==> config.mk <==
export PLATFORM = sky130hd
export DESIGN_NAME = wide_write_coalescer
export DESIGN_NICKNAME = d
export VERILOG_FILES = /design/src/rtl/wcoal_pkg.sv /design/src/rtl/wcoal_fifo.sv /design/src/rtl/wide_write_coalescer.sv
export SDC_FILE = /design/constraint.sdc
export NUM_CORES = 1
export LEC_CHECK = 0
export BUFFER_PORTS_ARGS = -buffer_cell sky130_fd_sc_hd__buf_2
export CORE_MARGIN = 5
export CORE_UTILIZATION = 40
export CTS_BUF_LIST = sky130_fd_sc_hd__clkbuf_8
export CTS_CLUSTER_DIAMETER = 30
export DETAILED_ROUTE_END_ITERATION = 10
export HOLD_SLACK_MARGIN = 0.1
export PLACE_DENSITY = 0.55
export SYNTH_ARGS = -nofsm -noshare
export SYNTH_HDL_FRONTEND = slang
export SYNTH_SLANG_ARGS = --single-unit
==> constraint.sdc <==
create_clock -name clk -period 12.1 [get_ports clk]
set_input_delay 2.42 -clock clk [delete_from_list [all_inputs] [get_ports clk]]
set_output_delay 2.42 -clock clk [all_outputs]
set_load 0.05 [all_outputs]
==> src/rtl/wcoal_pkg.sv <==
// Shared types for the wide write coalescer: FSM states, lane and group records.
package wcoal_pkg;

  localparam int LANES   = 4;
  // Lane addresses are carried at this width internally; AW must not exceed it.
  localparam int LANE_AW = 16;

  typedef enum logic {
    S_IDLE = 1'b0,
    S_EMIT = 1'b1
  } state_t;

  typedef struct packed {
    logic [LANE_AW-1:0] addr;
    logic [7:0]         data;
    logic               valid;
  } lane_t;

  typedef struct packed {
    lane_t [LANES-1:0] lane;
  } group_t;

  function automatic logic [2:0] popcount4(input logic [3:0] v);
    return 3'(v[0]) + 3'(v[1]) + 3'(v[2]) + 3'(v[3]);
  endfunction

endpackage

==> src/rtl/wcoal_fifo.sv <==
// Synchronous FIFO of 4-lane write groups; push while full is accepted only
// when a pop happens in the same cycle. Clear empties it and wins over push/pop.
module wcoal_fifo
  import wcoal_pkg::*;
#(
  parameter int DEPTH = 4
) (
  input  logic   clk,
  input  logic   rst_n,
  input  logic   clear,
  input  logic   push,
  input  group_t wr_entry,
  input  logic   pop,
  output group_t rd_entry,
  output logic   full,
  output logic   empty
);

  localparam int PW = (DEPTH > 1) ? $clog2(DEPTH) : 1;

  group_t         mem [DEPTH];
  logic [PW-1:0]  wr_ptr;
  logic [PW-1:0]  rd_ptr;
  logic [PW:0]    count;
  logic           do_push;
  logic           do_pop;

  assign full     = (count == (PW+1)'(DEPTH));
  assign empty    = (count == '0);
  assign do_pop   = pop && !empty;
  assign do_push  = push && (!full || do_pop);
  assign rd_entry = mem[rd_ptr];

  always_ff @(posedge clk or negedge rst_n) begin
    if (!rst_n) begin
      wr_ptr <= '0;
      rd_ptr <= '0;
      count  <= '0;
    end else if (clear) begin
      wr_ptr <= '0;
      rd_ptr <= '0;
      count  <= '0;
    end else begin
      if (do_push) wr_ptr <= wr_ptr + 1'b1;
      if (do_pop)  rd_ptr <= rd_ptr + 1'b1;
      case ({do_push, do_pop})
        2'b10:   count <= count + 1'b1;
        2'b01:   count <= count - 1'b1;
        default: count <= count;
      endcase
    end
  end

  always_ff @(posedge clk) begin
    if (do_push && !clear) mem[wr_ptr] <= wr_entry;
  end

endmodule

==> src/rtl/wide_write_coalescer.sv <==
// Merges each 4-lane byte-write group into 32-bit word writes with byte enables.
// Optional WCOAL_PERF_EN adds accepted word/byte write counters.
module wide_write_coalescer
  import wcoal_pkg::*;
#(
  parameter int AW    = 10,
  parameter int DEPTH = 4
) (
  input  logic          clk,
  input  logic          rst_n,
  input  logic          i_clear,
  input  logic [AW-1:0] in_waddr0,
  input  logic [AW-1:0] in_waddr1,
  input  logic [AW-1:0] in_waddr2,
  input  logic [AW-1:0] in_waddr3,
  input  logic [7:0]    in_wdata0,
  input  logic [7:0]    in_wdata1,
  input  logic [7:0]    in_wdata2,
  input  logic [7:0]    in_wdata3,
  input  logic          in_we0,
  input  logic          in_we1,
  input  logic          in_we2,
  input  logic          in_we3,
  output logic          o_ready,
  output logic [AW-3:0] mem_waddr,
  output logic [31:0]   mem_wdata,
  output logic [3:0]    mem_wbe,
  output logic          mem_we,
  input  logic          mem_wready,
  output logic          o_idle,
  output logic          o_overflow
`ifdef WCOAL_PERF_EN
  ,
  output logic [31:0]   o_word_wr_count,
  output logic [31:0]   o_byte_wr_count
`endif
);

  state_t               state_q, state_d;
  group_t               in_grp;
  group_t               fifo_rd;
  group_t               work_q;
  logic                 any_we;
  logic                 fifo_full, fifo_empty, fifo_pop;
  logic                 accept;
  logic [1:0]           lead;
  logic                 lead_found;
  logic [LANE_AW-3:0]   word;
  logic [3:0]           pending;
  logic [3:0]           merge_mask;
  logic [3:0]           merge_be;
  logic [31:0]          merge_data;
  logic [3:0]           remaining;

  always_comb begin
    in_grp = '0;
    in_grp.lane[0] = '{addr: LANE_AW'(in_waddr0), data: in_wdata0, valid: in_we0};
    in_grp.lane[1] = '{addr: LANE_AW'(in_waddr1), data: in_wdata1, valid: in_we1};
    in_grp.lane[2] = '{addr: LANE_AW'(in_waddr2), data: in_wdata2, valid: in_we2};
    in_grp.lane[3] = '{addr: LANE_AW'(in_waddr3), data: in_wdata3, valid: in_we3};
  end

  assign any_we = in_we0 | in_we1 | in_we2 | in_we3;

  wcoal_fifo #(.DEPTH(DEPTH)) u_fifo (
    .clk      (clk),
    .rst_n    (rst_n),
    .clear    (i_clear),
    .push     (any_we),
    .wr_entry (in_grp),
    .pop      (fifo_pop),
    .rd_entry (fifo_rd),
    .full     (fifo_full),
    .empty    (fifo_empty)
  );

  // Lowest pending lane picks the word; ascending scan lets the higher lane win a byte collision.
  always_comb begin
    pending    = '0;
    lead       = '0;
    lead_found = 1'b0;
    merge_mask = '0;
    merge_be   = '0;
    merge_data = '0;
    for (int i = 0; i < LANES; i++) begin
      pending[i] = work_q.lane[i].valid;
      if (!lead_found && work_q.lane[i].valid) begin
        lead       = 2'(i);
        lead_found = 1'b1;
      end
    end
    word = work_q.lane[lead].addr[LANE_AW-1:2];
    for (int i = 0; i < LANES; i++) begin
      if (work_q.lane[i].valid && (work_q.lane[i].addr[LANE_AW-1:2] == word)) begin
        merge_mask[i]                                   = 1'b1;
        merge_be[work_q.lane[i].addr[1:0]]              = 1'b1;
        merge_data[{work_q.lane[i].addr[1:0], 3'b000} +: 8] = work_q.lane[i].data;
      end
    end
    remaining = pending & ~merge_mask;
  end

  always_ff @(posedge clk or negedge rst_n) begin
    if (!rst_n) state_q <= S_IDLE;
    else        state_q <= state_d;
  end

  always_comb begin
    state_d = state_q;
    if (i_clear) begin
      state_d = S_IDLE;
    end else begin
      case (state_q)
        S_IDLE: if (!fifo_empty) state_d = S_EMIT;
        S_EMIT: if (accept && remaining == '0 && fifo_empty) state_d = S_IDLE;
        default: state_d = S_IDLE;
      endcase
    end
  end

  always_comb begin
    mem_we    = (state_q == S_EMIT);
    mem_waddr = mem_we ? word[AW-3:0] : '0;
    mem_wdata = mem_we ? merge_data : '0;
    mem_wbe   = mem_we ? merge_be : '0;
    accept    = mem_we && mem_wready;
    fifo_pop  = !i_clear && !fifo_empty &&
                ((state_q == S_IDLE) || (accept && remaining == '0));
  end

  always_ff @(posedge clk or negedge rst_n) begin
    if (!rst_n) begin
      work_q <= '0;
    end else if (i_clear) begin
      work_q <= '0;
    end else if (fifo_pop) begin
      work_q <= fifo_rd;
    end else if (accept) begin
      for (int i = 0; i < LANES; i++) work_q.lane[i].valid <= remaining[i];
    end
  end

  always_ff @(posedge clk or negedge rst_n) begin
    if (!rst_n)                                 o_overflow <= 1'b0;
    else if (i_clear)                           o_overflow <= 1'b0;
    else if (any_we && fifo_full && !fifo_pop)  o_overflow <= 1'b1;
  end

  assign o_ready = !fifo_full;
  assign o_idle  = fifo_empty && (state_q == S_IDLE);

`ifdef WCOAL_PERF_EN
  always_ff @(posedge clk or negedge rst_n) begin
    if (!rst_n) begin
      o_word_wr_count <= '0;
      o_byte_wr_count <= '0;
    end else if (i_clear) begin
      o_word_wr_count <= '0;
      o_byte_wr_count <= '0;
    end else if (accept) begin
      o_word_wr_count <= o_word_wr_count + 32'd1;
      o_byte_wr_count <= o_byte_wr_count + 32'(popcount4(mem_wbe));
    end
  end
`endif

endmodule

## Word-level counts from Yosys, hierarchy flattened

Memories as Yosys holds them, arrays and structs flattened.
Index checks and enable logic that the tools add are counted.
W data, S select, Z words.

- Register bits after elaboration: 109
- Bits in latches: 0
- RAM bits: 304
- Memory bits (read-only): 0
- Bits of input ports: 80
- Output and inout port bits: 48
- Logic and storage cells: 160
- Memories: 1

- $add $sub $neg: 8
- Multiply operators: 0
- Div/mod/pow operators: 0
- Magnitude comparators: 9
- Eq/ne operators: 7
- Shifts and indexed selects: 8
- Multiplexer cells: 61
- Bitwise logic cells: 10
- Reduce and logical (&&, ||, !) cells: 39

Memories:

| name | words | width | rd ports | clocked after memory_dff | write ports | line | text |
|---|---|---|---|---|---|---|---|
| u_fifo.mem | 4 | 76 | 1 | 0 | 1 | wcoal_fifo.sv:21 | `group_t mem [DEPTH];` |

Operators by type and width:

| operator | count |
|---|---|
| $mux W32 | 5 |
| $shift A8 B7 Y32 const A | 4 |
| $shiftx A8 B7 Y32 | 4 |
| $mux W100 | 1 |
| $bwmux W32 | 3 |
| $mux W24 | 4 |
| $eq A14 B14 Y1 | 4 |
| $bmux W25 S2 | 1 |
| $and A32 B32 Y32 | 1 |
| $neg A5 Y7 | 4 |
| $mux W1 | 27 |
| $mux W25 | 1 |
| $logic_and A1 B1 Y1 | 22 |
| $mux W4 | 5 |
| $lt A2 B3 Y1 const B | 5 |
| $mux W2 | 6 |
| $or A4 B4 Y4 | 3 |
| $demux W1 S2 | 4 |
| $ge A2 B1 Y1 const B | 4 |
| $mux W8 | 1 |
| $reduce_bool A2 Y1 | 4 |
| $logic_not A1 Y1 | 7 |
| $pmux W3 S2 | 1 |
| $reduce_bool A3 Y1 | 2 |
| 15 further kinds | 19 |

## Logic depth before layout (Yosys ltp)

Gate-level depths: netlist of run 1.

- Word-level depth: 27
- Depth in mapped cells: 16
- Gate-level depth less buffers: 13

## Hierarchy

A second synthesis of run 1 with hierarchy kept.

- Cells, all modules: 1497
- Area total of the unflattened synthesis: 22902.0 um^2

Modules (own cells, without submodules):

| module | times used | cells an instance | area an instance (um^2) | seq. area each (um^2) |
|---|---|---|---|---|
| wcoal_fifo | 1 | 586 | 15008.1 | 12186.7 |
| wide_write_coalescer | 1 | 911 | 7893.8 | 2552.4 |

## Least setup slack after synthesis of run 1

No wires, ideal clock.

- Kind: reg-to-output
- Start point: register work_q, in the netlist pending[0]
- End point: output port mem_wdata[0]
- Arrival time: 4.200 ns
- Data required time: 9.680 ns
- Setup slack: 5.480 ns
- Cell stages (with the launch flop): 14
- Buffers on the path: 4
- Path through: dfrtp_1 > buf_2 > or2_1 > buf_2 > a21o_1 > and3_1 > or4_1 > nor4_1 > and3_1 > buf_2 > and3_1 > clkbuf_1 > a2bb2oi_1 > a211oi_1

- Word-level cells in the longest chain between the ends: 22
- Elaborated cells on any way between the ends: 30
- Those cells by class: eq/ne: 4; mux: 16; reduce/logical: 10

RTL lines:

| item | line | text |
|---|---|---|
| start, declared | wide_write_coalescer.sv:42 | `group_t work_q;` |
| start signal, assigned | wide_write_coalescer.sv:137 | `work_q <= fifo_rd;` |
| $mux W1 | wide_write_coalescer.sv:87 | `if (!lead_found && work_q.lane[i].valid) begin` |
| $logic_not A1 Y1 | wide_write_coalescer.sv:87 |  |
| $logic_and A1 B1 Y1 | wide_write_coalescer.sv:87 |  |
| $mux W1 | wide_write_coalescer.sv:87 |  |
| $logic_not A1 Y1 | wide_write_coalescer.sv:87 |  |
| $logic_and A1 B1 Y1 | wide_write_coalescer.sv:87 |  |
| $mux W1 | wide_write_coalescer.sv:87 |  |
| $logic_not A1 Y1 | wide_write_coalescer.sv:87 |  |
| (+6 left out) | -- |  |
| $mux W32 | wide_write_coalescer.sv:94 | `if (work_q.lane[i].valid && (work_q.lane[i].addr[LANE_AW-1:2] == word)) begin` |
| $bwmux W32 | wide_write_coalescer.sv:97 | `merge_data[{work_q.lane[i].addr[1:0], 3'b000} +: 8] = work_q.lane[i].data;` |
| $mux W32 | wide_write_coalescer.sv:94 |  |
| $bwmux W32 | wide_write_coalescer.sv:97 |  |
| $mux W32 | wide_write_coalescer.sv:94 |  |
| $bwmux W32 | wide_write_coalescer.sv:97 |  |
| $mux W32 * | wide_write_coalescer.sv:94 |  |
| $mux W32 * | wide_write_coalescer.sv:124 | `mem_wdata = mem_we ? merge_data : '0;` |
| end, declared | wide_write_coalescer.sv:26 | `output logic [31:0] mem_wdata,` |

Mark *: on every way between the ends. The rest lies on a longest branch, timed or not. The select of a mux whose other input is x is not followed.

## Final worst setup path of run 1

- Start point: register work_q, in the netlist pending[1]
- End point: output port mem_wdata[19]

- Word-level cells in the longest chain between the ends: 20
- Elaborated cells on any way between the ends: 28
- Those cells by class: eq/ne: 4; mux: 15; reduce/logical: 9

RTL lines:

| item | line |
|---|---|
| $logic_and A1 B1 Y1 | wide_write_coalescer.sv:87 |
| $mux W1 | wide_write_coalescer.sv:87 |
| $logic_not A1 Y1 | wide_write_coalescer.sv:87 |
| $logic_and A1 B1 Y1 | wide_write_coalescer.sv:87 |
| $mux W1 | wide_write_coalescer.sv:87 |
| $logic_not A1 Y1 | wide_write_coalescer.sv:87 |
| $logic_and A1 B1 Y1 | wide_write_coalescer.sv:87 |
| $mux W2 | wide_write_coalescer.sv:87 |
| (+4 left out) | -- |
| $mux W32 | wide_write_coalescer.sv:94 |
| $bwmux W32 | wide_write_coalescer.sv:97 |
| $mux W32 | wide_write_coalescer.sv:94 |
| $bwmux W32 | wide_write_coalescer.sv:97 |
| $mux W32 | wide_write_coalescer.sv:94 |
| $bwmux W32 | wide_write_coalescer.sv:97 |
| $mux W32 * | wide_write_coalescer.sv:94 |
| $mux W32 * | wide_write_coalescer.sv:124 |

Marks and branches as above.

==> reports/results.ini, run 1 <==
[status]
status = complete, no violations

[clock_network]
cts_num_sinks = 389
postCtsSetupBuffers = 0
root_buffer = clkbuf_8
postCtsHoldBufs = 0
clk_path_buf_depth = 3
ctsHtreeMaxLevel = 3
cts_buffers = 86
clk_pin_slew_ps = 50
cts_tree = done
cts-resized-gates = 0
clock_latency_ps = 650

[placed_design]
io_buffers = 127
place_hpwl_mm = 27.2
dp.cells = 1763
gp_congestion = 0.855

[global_routing]
grt_usage = 0.181
grt_start_max_net_pins = 112
grt_antenna_before_repair = 3
grt_pass1_vias = 11050
grt_pass1_wl_mm = 65.7
grt-ovfl-total = 0

[critical_path]
required_ps = 9680
cp_max_fo = 19
end_kind = output port
crit_arrival_ps = 5830
critPathKind = reg2out
startpoint_type = flip-flop

[pwr]
power_leakage_nw = 7.27
p_total_mw = 4.62
ir_worst_vdd_v = 0.000125
p_per_area_nw_per_um2 = 229

[timing]
whs_ps = 544
fmax_ghz = 0.121
fin_crit_ps = 8250
max_slew_margin = 0.149
drv_slew = 0
skew_ps = 18.1
finalSetupViolations = 0
worst_slew_pin_slew_ps = 1270
setup_tns_ps = 0
min_period_over_period = 0.682
hold_violations = 0
rsz0062_at_grt = false

[synth]
synthArstFlopShare = 0.219
synthesis.area_um2 = 17100
syn_inst = 1153
synth_cell_type_count = 65
syn-num-nets = 1267
yosys_warnings = 0
ys_seq_area_frac = 0.657
ys_seq_elements = 389
synth_ff_type = edfxtp_1
synth-edff-count = 304
postSynthAreaPerCell_um2 = 14.9

[final_layout]
fill_cells = 3691
area_delta_synth_final_pct = 17.7
multiInputGateArea_um2 = 5490
layout-drive-gt1-share = 0.276
register_area_um2 = 11300
fin_util = 0.479
layout_common_cells = 304 x edfxtp_1, 161 x nand2_1, 126 x buf_2
stdcell_count = 1923
final_nets = 1426
layout_commonest_cell = edfxtp_1

[routing]
dr_total_vias = 10749
wl_mm = 42.6
antenna_left = 0
firstDrtPassIters = 7
dr.first_iter.drc_count = 914
wl_per_cell_um = 22.2
drc = 0
vias_per_cell = 5.59

[floorplanning]
io-pin-count = 128
fp.dieH_um = 217
die_area_um2 = 47100
die_w_um = 217
std_cell_rows = 75
core_area_um2 = 42100
start_util = 0.407

[flow_run]
max_cap_viol_count = 0

[min_path]
worstHoldPathType = reg2reg

cells by family (layout without fill, tap and decap cells):
| logic type | Yosys count | in the layout | synth area share |
|---|---|---|---|
| and+or+nand+nor | 294 | 294 | 0.0866 |
| muxes | 84 | 84 | 0.105 |
| AOI/OAI and AO/OA | 254 | 254 | 0.101 |
| adders and majority gates | 34 | 34 | 0.0253 |
| xor gates and xnor gates | 3 | 3 | 0.00153 |
| buffers and inverters | 95 | 325 | 0.0240 |
| other | 0 | 1 | 0 |
| DFF | 389 | 389 | 0.657 |
final cells by class:
type                       count  area share
antenna                        1    0.000124
clock buffer                  91      0.0621
clock inverter                68      0.0326
inverter                      27     0.00502
multi-input combinational    669       0.272
sequential                   389       0.558
tap                          539      0.0334
timing repair buffer         139      0.0361
synthesized netlist by cell type, drive strengths merged, types with 2 or more instances:
master   instances  area share
edfxtp         304        0.53
nand2          162       0.036
dfrtp           85        0.12
mux4            76        0.10
a21oi           74       0.022
o21ai           48       0.014
clkbuf          40      0.0088
a22oi           39       0.017
ha              33       0.024
and3            29       0.011
buf             28      0.0093
inv             27      0.0059
nor2            18      0.0041
o31ai           16      0.0070
a211oi          14      0.0064
a221oi          13      0.0096
a21o            11      0.0048
nor4            11      0.0051
nor4b           11      0.0064
nand3b          10      0.0044
or4              9      0.0039
a2bb2oi          8      0.0041
nand3            8      0.0023
or2              8      0.0029
o221ai           7      0.0036
and2             6      0.0022
mux2i            6      0.0035
nor3             6      0.0018
nor3b            6      0.0026
a31oi            5      0.0018
a22o             4      0.0020
a221o            3      0.0018
nand4            3      0.0011
o41a             3      0.0020
a222oi           2      0.0012
mux2             2      0.0013
o211ai           2     0.00088
xnor2            2      0.0010
report_power, final:
part,internal (mW),switching (mW),leakage (nW)
Sequential,1.67,0.270,3.92
Clock,0.963,0.608,1.01
Combinational,0.429,0.674,2.34
Total,3.06,1.55,7.27
metal layers:
metal  up-vias  part of all wire  track usage
li1       4881                 -            -
met3        66             0.058       0.0431
met2       323              0.47        0.288
met4         2             0.020       0.0575
met1      5477              0.45        0.249
met5         -           0.00026            0
metrics by stage:
stage	instance area [um2]	setup WS, ps
6_report	20200	3850
5_1_grt	20200	3480
4_1_cts	20200	3820
3_5_place_dp	18300	4550
3_3_place_gp	18300	4540
2_1_floorplan	17100	5480
registers in the layout (all words and copies together) (netlist names):
name and count:
work_q 72, u_fifo.wr_ptr 2, mem_we 1, pending 4
u_fifo.mem 304, u_fifo.rd_ptr 2, o_overflow 1, u_fifo.count 3
worst paths after layout:
check                                             from                           end  slack [ps]  cells after the start
worst max-delay path            pending[1]$_DFFE_PN0P_                 mem_wdata[19]        3850                     10
worst min-delay path            o_overflow$_DFFE_PN0P_        o_overflow$_DFFE_PN0P_         540                      2
worst max register to register  pending[1]$_DFFE_PN0P_   u_fifo.mem[1][53]$_DFFE_PP_        5770                     10
worst min register to register  o_overflow$_DFFE_PN0P_        o_overflow$_DFFE_PN0P_         540                      2
max in group asynchronous                        rst_n  u_fifo.rd_ptr[1]$_DFFE_PN0P_        9210                      2
min in group asynchronous                        rst_n        work_q[51]$_DFFE_PN0P_        1740                      1
critical path, cell delays in order (launching register included):
cell and delay (ps):
dfrtp_1 750, nor2b_1 860, a221oi_2 220, and3_1 230, or4_1 520, nor4_1 820
nand3_1 220, a2111oi_2 850, a22oi_1 130, a21oi_1 270, buf_2 310
No activity file was read; power rests on OpenSTA's default activity.
==> run 2: changes to the inputs <==
Clock period 12.1 ns to 7.9 ns, I/O delays scaled along.
==> run 2 against run 1 <==
Utilization rose by 0.21 points. Setup slack got worse by 3500 ps. Combinational power rose by 53%. Sequential power rose by 54%. Clock skew rose by 11 ps. Cell count barely moved. Critical endpoint unchanged. Largest power group unchanged.
==> reports/results.ini, run 2 (synthesis results as in run 1) <==
[status]
status = complete, no violations  ; unchanged

[global_routing]
grt_pass1_vias = 11150  ; was 11050
grt_start_max_net_pins = 57  ; was 112
grt_pass1_wl_mm = 66.1  ; was 65.7 mm
grt_usage = 0.181  ; about the same
grt_antenna_before_repair = 3  ; unchanged
met3_usage = 0.0463  ; was 0.0431
met1_usage = 0.249  ; about the same
grt-ovfl-total = 0  ; unchanged
top_usage_layer = met2  ; unchanged
use_met2 = 0.285  ; was 0.288

[routing]
vias_per_cell = 5.57  ; was 5.59
wl_per_cell_um = 22.2  ; about the same
dr_total_vias = 10699  ; was 10749
wl_mm = 42.7  ; was 42.6 mm
dr.first_iter.drc_count = 884  ; was 914
firstDrtPassIters = 5  ; was 7
antenna_left = 0  ; unchanged
drc = 0  ; unchanged

[final_layout]
design_area_um2 = 20300  ; was 20200 um2
layout_commonest_cell = edfxtp_1  ; unchanged
top_register = u_fifo.mem  ; unchanged
area_delta_synth_final_pct = 18.2  ; was 17.7%
largest_reg_flops = 304  ; unchanged
layout-drive-gt1-share = 0.279  ; was 0.276
final_nets = 1426  ; unchanged
fill_cells = 3762  ; was 3691
layout_common_cells = 304 x edfxtp_1, 161 x nand2_1, 126 x buf_2  ; unchanged

[floorplanning]
die_area_um2 = 47100  ; unchanged
std_cell_rows = 75  ; unchanged
die_w_um = 217  ; unchanged
core_area_um2 = 42100  ; unchanged
start_util = 0.407  ; unchanged
fp.dieH_um = 217  ; unchanged
io-pin-count = 128  ; unchanged

[timing]
fmax_ghz = 0.133
skew_ps = 29.0  ; was 18.1 ps
rsz0062_at_grt = false  ; unchanged
fin_crit_ps = 7540
worst_slew_pin_slew_ps = 1150  ; was 1270 ps
hold_violations = 0  ; unchanged
max_slew_margin = 0.231  ; was 0.149
drv_slew = 0  ; unchanged
min_period_over_period = 0.954
finalSetupViolations = 0  ; unchanged
setup_tns_ps = 0  ; unchanged

[placed_design]
place_hpwl_mm = 27.5  ; was 27.2 mm
gp_congestion = 0.870  ; was 0.855
placed_area_um2 = 18300  ; about the same
io_buffers = 127  ; unchanged

[pwr]
power_leakage_nw = 7.32  ; was 7.27 nW
p_per_area_nw_per_um2 = 352  ; was 229 nW/um2
ir_worst_vdd_v = 0.000166  ; was 0.000125 V

[clock_network]
root_buffer = clkbuf_8  ; unchanged
cts-resized-gates = 0  ; unchanged
cts_tree = done  ; unchanged
clk_pin_slew_ps = 50  ; about the same
cts_num_sinks = 389  ; unchanged
clk_path_buf_depth = 3  ; unchanged
ctsHtreeMaxLevel = 3  ; unchanged
clock_latency_ps = 650  ; about the same
cts_buffers = 84  ; was 86
postCtsHoldBufs = 0  ; unchanged
postCtsSetupBuffers = 0  ; unchanged

[critical_path]
critPathKind = reg2out  ; unchanged
cp_max_fo = 19  ; unchanged
end_kind = output port  ; unchanged
required_ps = 6320  ; was 9680 ps
r2r_setup_slack_ps = 1660  ; was 5770 ps
crit_arrival_ps = 5960  ; was 5830 ps
startpoint_type = flip-flop  ; unchanged

[flow_run]
max_cap_viol_count = 0  ; unchanged

[min_path]
worstHoldPathType = reg2reg  ; unchanged

==> run 2: cell types whose count changed in the layout (fill, tap and decap cells not counted), moves of 2 or more <==
cell       before  now
clkinv_1       12    8
buf_12          0    3
bufinv_16      12   14
inv_8           1    3
==> run 2: critical path: stages, from the launching register on <==
cell and delay [ps]:
dfrtp_1 770, nor2b_1 910, a221oi_2 230, and3_1 230
or4_1 520, nor4_1 790, nand3_1 210, a2111oi_2 910
a22oi_1 140, a21oi_1 300, buf_2 320
==> run 2: cell type report <==
type	count	area, um2	share of cell area
sequential	389	11300	0.556
multi-input combinational	669	5500	0.271
clock buffer	91	1250	0.0618
timing repair buffer	141	781	0.0385
clock inverter	65	688	0.0340
tap	539	674	0.0333
inverter	27	101	0.00500
antenna	1	2.50	0.000124
==> run 2: where the power goes <==
group,leakage (nW),internal (mW),switching [mW]
clock network,1.03,1.54,0.926
logic,2.36,0.664,1.02
registers,3.92,2.56,0.422
==> run 2: per-stage QoR <==
step / utilization / power, mW / setup slack, ps / hold slack [ps] / cells
2_1_floorplan: - / 4.15 / 2120 / 527 / 1153
5_1_grt: 0.481 / 7.52 / 20.5 / 594 / 1921
3_3_place_gp: 0.435 / 4.70 / 1170 / 527 / 1765
3_5_place_dp: 0.435 / 4.72 / 1170 / 558 / 1765
4_1_cts: 0.481 / 7.23 / 452 / 566 / 1921
6_report: 0.481 / 7.13 / 363 / 541 / 1922
==> run 2: worst paths after layout <==
| check | to | from | cells after the start |
|---|---|---|---|
| min in group asynchronous | work_q[55]$_DFFE_PN0P_ | rst_n | 1 |
| hold reg to reg | o_overflow$_DFFE_PN0P_ | o_overflow$_DFFE_PN0P_ | 2 |
| setup / recovery | mem_wdata[19] | pending[1]$_DFFE_PN0P_ | 10 |
| max in group asynchronous | u_fifo.rd_ptr[0]$_DFFE_PN0P_ | rst_n | 2 |
| setup reg to reg | u_fifo.mem[0][67]$_DFFE_PP_ | pending[1]$_DFFE_PN0P_ | 10 |
| hold / removal | o_overflow$_DFFE_PN0P_ | o_overflow$_DFFE_PN0P_ | 2 |
==> run 2: layer usage <==
layer	share of wire	vias up	wire, um
li1	-	4885	-
met1	0.44	5420	18900
met2	0.48	312	20400
met3	0.056	78	2410
met4	0.022	4	921
met5	0.00045	-	19
